[config.mk]
export PLATFORM = sky130hd
export DESIGN_NAME = mem_sweep_ctrl
export DESIGN_NICKNAME = d
export VERILOG_FILES = /design/src/rtl/mem_sweep_ctrl.sv
export SDC_FILE = /design/constraint.sdc
export NUM_CORES = 1
export LEC_CHECK = 0
export ABC_AREA = 1
export CAP_MARGIN = 5
export CORE_ASPECT_RATIO = 0.6
export CORE_MARGIN = 1
export CORE_UTILIZATION = 59
export DETAILED_ROUTE_END_ITERATION = 8
export PLACE_DENSITY = 0.86
export SLEW_MARGIN = 20
export SYNTH_ARGS = -nofsm -noshare
export SYNTH_HDL_FRONTEND = slang
export SYNTH_SLANG_ARGS = --single-unit
[constraint.sdc]
create_clock -name clk -period 15.9 [get_ports clk]
set_input_delay 1.59 -clock clk [delete_from_list [all_inputs] [get_ports clk]]
set_output_delay 1.59 -clock clk [all_outputs]
set_load 0.1 [all_outputs]
[src/rtl/mem_sweep_ctrl.sv]
// Fill-then-read sweep controller for the memory_loop datapath.
// Checks read data against a pipelined expected value and counts mismatches.
module mem_sweep_ctrl #(
    parameter int ADDR_WIDTH   = 4,
    parameter int DATA_WIDTH   = 32,
    parameter int READ_LATENCY = 2
) (
    input  logic                  clk,
    input  logic                  reset,
    input  logic                  start,
    input  logic [DATA_WIDTH-1:0] seed,
    input  logic                  invert_mode,
    output logic [ADDR_WIDTH-1:0] d_addr,
    output logic                  wren,
    output logic [DATA_WIDTH-1:0] d1,
    output logic                  do_something,
    input  logic [DATA_WIDTH-1:0] d_loadresult,
    output logic                  busy,
    output logic                  done,
    output logic                  pass,
    output logic [ADDR_WIDTH:0]   err_count,
    output logic [ADDR_WIDTH-1:0] first_err_addr
);

    localparam int DEPTH = 1 << ADDR_WIDTH;
    localparam int TL    = READ_LATENCY - 1;
    localparam logic [ADDR_WIDTH-1:0] LAST    = '1;
    localparam logic [ADDR_WIDTH:0]   ERR_MAX = (ADDR_WIDTH+1)'(DEPTH);

    typedef enum logic [2:0] {IDLE, FILL, READ, DRAIN, DONE} state_e;

    state_e                  state_q, state_d;
    logic [ADDR_WIDTH-1:0]   cnt_q, cnt_d;
    logic [2:0]              dcnt_q, dcnt_d;
    logic [DATA_WIDTH-1:0]   seed_q, seed_d;
    logic                    inv_q, inv_d;
    logic [ADDR_WIDTH-1:0]   addr_q, addr_d;
    logic                    wren_q, wren_d;
    logic [DATA_WIDTH-1:0]   d1_q, d1_d;
    logic                    ds_q, ds_d;
    logic                    busy_q, busy_d;
    logic                    done_q, done_d;
    logic                    rd_q, rd_d;
    logic                    pass_q, pass_d;
    logic [ADDR_WIDTH:0]     err_q, err_d;
    logic [ADDR_WIDTH-1:0]   ferr_q, ferr_d;

    logic [READ_LATENCY-1:0]                 v_q;
    logic [READ_LATENCY-1:0][ADDR_WIDTH-1:0] pa_q;
    logic [READ_LATENCY-1:0][DATA_WIDTH-1:0] pe_q;

    logic [DATA_WIDTH-1:0] pat_cur;
    logic [DATA_WIDTH-1:0] exp_new;
    logic                  mismatch;

    always_comb begin
        state_d = state_q;
        cnt_d   = cnt_q;
        dcnt_d  = dcnt_q;
        seed_d  = seed_q;
        inv_d   = inv_q;
        unique case (state_q)
            IDLE: begin
                if (start) begin
                    seed_d  = seed;
                    inv_d   = invert_mode;
                    cnt_d   = '0;
                    state_d = FILL;
                end
            end
            FILL: begin
                cnt_d = cnt_q + 1'b1;
                if (cnt_q == LAST) state_d = READ;
            end
            READ: begin
                cnt_d = cnt_q + 1'b1;
                if (cnt_q == LAST) begin
                    state_d = DRAIN;
                    dcnt_d  = 3'(READ_LATENCY - 1);
                end
            end
            DRAIN: begin
                if (dcnt_q == '0) state_d = DONE;
                else              dcnt_d  = dcnt_q - 1'b1;
            end
            DONE:    state_d = IDLE;
            default: state_d = IDLE;
        endcase
    end

    // Drive outputs are registered from the next state, so they line up with state_q.
    always_comb begin
        wren_d = (state_d == FILL);
        rd_d   = (state_d == READ);
        busy_d = (state_d == FILL) || (state_d == READ) || (state_d == DRAIN);
        done_d = (state_d == DONE);
        addr_d = (wren_d || rd_d) ? cnt_d : '0;
        d1_d   = wren_d ? seed_d + DATA_WIDTH'(cnt_d) : '0;
        ds_d   = rd_d & inv_d & cnt_d[0];
    end

    // The downstream register samples ds_d together with the RAM data for addr_q.
    assign pat_cur  = seed_q + DATA_WIDTH'(addr_q);
    assign exp_new  = ds_d ? ~pat_cur : pat_cur;
    assign mismatch = v_q[TL] && (d_loadresult != pe_q[TL]);

    always_comb begin
        err_d  = err_q;
        ferr_d = ferr_q;
        pass_d = pass_q;
        if (state_q == IDLE && start) begin
            err_d  = '0;
            ferr_d = '0;
            pass_d = 1'b0;
        end else if (mismatch) begin
            if (err_q != ERR_MAX) err_d  = err_q + 1'b1;
            if (err_q == '0)      ferr_d = pa_q[TL];
        end
        if (done_d) pass_d = (err_d == '0);
    end

    always_ff @(posedge clk or posedge reset) begin
        if (reset) begin
            state_q <= IDLE;
            cnt_q   <= '0;
            dcnt_q  <= '0;
            seed_q  <= '0;
            inv_q   <= 1'b0;
            addr_q  <= '0;
            wren_q  <= 1'b0;
            d1_q    <= '0;
            ds_q    <= 1'b0;
            busy_q  <= 1'b0;
            done_q  <= 1'b0;
            rd_q    <= 1'b0;
            pass_q  <= 1'b0;
            err_q   <= '0;
            ferr_q  <= '0;
            v_q     <= '0;
            pa_q    <= '0;
            pe_q    <= '0;
        end else begin
            state_q <= state_d;
            cnt_q   <= cnt_d;
            dcnt_q  <= dcnt_d;
            seed_q  <= seed_d;
            inv_q   <= inv_d;
            addr_q  <= addr_d;
            wren_q  <= wren_d;
            d1_q    <= d1_d;
            ds_q    <= ds_d;
            busy_q  <= busy_d;
            done_q  <= done_d;
            rd_q    <= rd_d;
            pass_q  <= pass_d;
            err_q   <= err_d;
            ferr_q  <= ferr_d;
            v_q[0]  <= rd_q;
            pa_q[0] <= addr_q;
            pe_q[0] <= exp_new;
            for (int i = 1; i < READ_LATENCY; i++) begin
                v_q[i]  <= v_q[i-1];
                pa_q[i] <= pa_q[i-1];
                pe_q[i] <= pe_q[i-1];
            end
        end
    end

    assign d_addr         = addr_q;
    assign wren           = wren_q;
    assign d1             = d1_q;
    assign do_something   = ds_q;
    assign busy           = busy_q;
    assign done           = done_q;
    assign pass           = pass_q;
    assign err_count      = err_q;
    assign first_err_addr = ferr_q;

endmodule

==> results by group <==
Worst hold path
  • Hold EP: pe_q[57]$_DFF_PP0_
  • Tightest Hold Check Type: flop to flop
  • Worst min-delay path startpoint: pe_q[25]$_DFF_PP0_
  • Hold Path Depth: 0

Worst setup path
  • Critical path's slowest cell: buf_4
  • R2r endpoint: d1[22]$_DFF_PP0_
  • CP top delay family: simple AND/OR/NAND/NOR gates
  • CP endpoint kind: flop
  • CP startpoint kind: primary input
  • Critical R2R Launch: state_q[0]$_DFF_PP0_
  • Cells along the critical path: clkdlybuf4s50_1 > nand3_2 > buf_4 > inv_4 > nor2_1 > inv_2 > o22ai_1 > fa_1 > nand2_1 > inv_1 > o21a_1 > nor2_1 > nor2_1 > nand2_1 > nor2_4 > nand2_1 > nor2_2 > nand2_1 > nor2_1 > nor3_2
  • Worst Setup Path Type: primary input to flop
  • WP buf/inv: 5
  • R2R depth: 20
  • Flop2flop setup slack: 12.18 ns
  • CP max FO: 65
  • CP peak stage delay: 0.54 ns
  • WP data arrival: 5.17 ns
  • Worst EP required: 16.20 ns

Timing
  • Worst-Margin Slew: 1.00 ns
  • Final setup fails: 0
  • Clock skew: 0.00987 ns
  • Final hold vios: 0
  • Setup TNS: 0 ns
  • Final Max Tran Viols: 0
  • Final worst path period share: 30.6%
  • Unrepaired setup endpoints after global routing: false
  • Fin worst setup slack: 11.04 ns
  • Min Clock Period, post-route: 4.86 ns
  • Worst rel slew slack: 33.0%
  • Fmax: 206 MHz

Place
  • Post-DP Area: 9470 um^2
  • Worst slack at placement: 10.68 ns
  • Final RePlAce weighted congestion: 0.945
  • Post-DP HPWL: 15.1 mm
  • PortBufs: 117

Cells and area
  • Post-Layout Inst Area: 10100 um^2
  • Area grow syn2layout: 23.7%
  • Final nets: 1125
  • # diodes: 0
  • Share of cells above drive strength 1: 9.11%

Synthesis
  • Syn Area/Cell: 8.93 um^2
  • Area leader, netlist: dfrtp_1
  • Yosys warns: 0
  • #FFs+latches synth: 168
  • Synthesized instance count: 916
  • Register area share after synthesis: 51.4%
  • Top post-synthesis cells by area: dfrtp_1, nand2_1, inv_1
  • Post-Syn Nets: 999
  • Share of the synthesized area in the top cell type: 51.4%
  • Mapped Area: 8180 um^2
  • Number of library cell types mapped by synthesis: 41

Clocking
  • Clk slew on worst S/H paths: 0.07 ns
  • Hold Buf Count CTS: 0
  • Number of post-CTS setup repair buffers: 0
  • PostCTS Resize Cnt: 0
  • Clock Sinks: 168
  • H-tree depth: 4
  • Clk root buf: clkbuf_16
  • Clock buffer depth: 2
  • Clk_lat worst skew: 0.42 ns
  • CTS tree: done
  • TritonCTS Buffers: 17

Die
  • Die footprint: 14300 um^2
  • Area of the core: 13200 um^2
  • Die Y: 93.2 um
  • Die Span X: 154 um
  • Cell row count: 32
  • I/O Pins: 118
  • Initial core utilization: 62.1%

Detailed routing
  • Via density: 5.38
  • Initial DRC count: 667
  • Routed length per instance: 16.9 um
  • Final wirelength: 20.7 mm
  • Pre-Repair DR Iteration Count: 6
  • DR vias: 6585
  • Drt drc: 0
  • Routed Antenna Nets: 0

GRT
  • First-pass GRT wire length: 33.2 mm
  • Tot GR Track Use: 31.0%
  • Pin count of the biggest net entering global routing: 90
  • Vias in the first global route: 6455
  • Initial antenna violation count: 0
  • GR Overflow Total: 0

Job
  • Max cap viols: 0

Run status
  • Status: completed
==> layout make-up <==
type                    instances  area (um^2)
well taps                     170          213
clock buffers                  17          425
repair buffers                120         1200
clock inverters                14          210
inverters                     131          500
fillers                       876         3060
flip-flops and latches        168         4200
multi-input cells             604         3360
==> kinds of logic (layout without fill, tap and decap cells) <==
family                   after synthesis  count (layout)  synth area share [%]
flip-flops                           168             168                  51.4
XOR/XNOR                              89              89                  10.6
buffers and inverters                144             282                  7.53
AO/OA/AOI/OAI                         77              77                  5.36
adder cells (fa/ha/maj)               15              15                  2.48
AND/OR/NAND/NOR                      423             423                  22.6
==> metal layers <==
layer,routed length [um],track usage (%)
met1,9840,46.2
met2,8660,44.5
met3,1950,8.57
met4,244,8.42
met5,0,0
==> how the worst max path moves through the flow <==
stage                        to  startpoint  depth (start not counted)
2_1_floorplan    busy$_DFF_PP0_       reset                          1
3_3_place_gp   d1[22]$_DFF_PP0_       start                         21
3_5_place_dp   d1[22]$_DFF_PP0_       start                         20
4_1_cts        d1[22]$_DFF_PP0_       start                         20
5_1_grt        d1[22]$_DFF_PP0_       start                         20
6_report       d1[22]$_DFF_PP0_       start                         20
==> flip-flops by register name (all words and copies together), names as in the netlist, 2 cells and up <==
signal          flops
first_err_addr      4
seed_q             32
pa_q                8
v_q                 2
d1                 32
dcnt_q              3
d_addr              4
pe_q               64
state_q             3
err_count           5
cnt_q               4
==> cell usage in the layout (no fill, tap or decap), drive strengths merged, types with 3 or more instances in the layout <==
cell type | synthesis | layout
ha | 13 | 13
clkdlybuf4s50 | 0 | 117
or2 | 3 | 3
clkbuf | 3 | 17
buf | 10 | 3
a21oi | 24 | 24
o22ai | 3 | 3
xnor2 | 39 | 39
nand4 | 18 | 18
bufinv | 0 | 4
nor2 | 104 | 104
dfrtp | 168 | 168
nand2 | 213 | 213
inv | 130 | 136
nor4 | 4 | 4
clkinv | 1 | 3
xor2 | 49 | 49
nor3 | 38 | 38
o21a | 4 | 4
nand3 | 40 | 40
o21ai | 41 | 41
==> cell usage after synthesis (all sizes together) <==
| library cell | number |
|---|---|
| ha | 13 |
| xor2 | 49 |
| buf | 10 |
| o21bai | 2 |
| clkbuf | 3 |
| o21a | 4 |
| fa | 2 |
| inv | 130 |
| o211ai | 1 |
| o21ai | 41 |
| dfrtp | 168 |
| xnor2 | 39 |
| a21oi | 24 |
| xor3 | 1 |
| or2 | 3 |
| o31ai | 2 |
| nor3 | 38 |
| nand3 | 40 |
| clkinv | 1 |
| nor2 | 104 |
| nor4 | 4 |
| o22ai | 3 |
| nand4 | 18 |
| nand3b | 2 |
| nand2 | 213 |
| and3 | 1 |
==> metrics by stage <==
stage | cells | hold slack (ns) | util (%)
6_report | 1224 | 0.342 | 76.8
3_5_place_dp | 1193 | 0.336 | 71.9
4_1_cts | 1224 | 0.344 | 76.7
3_3_place_gp | 1193 | 0.333 | 71.9
2_1_floorplan | 916 | 0.331 | -
5_1_grt | 1224 | 0.350 | 76.8
Power is left out: the tool's default activity adds up to more than one toggle a clock period on the data nets, which glitch-free logic cannot reach.
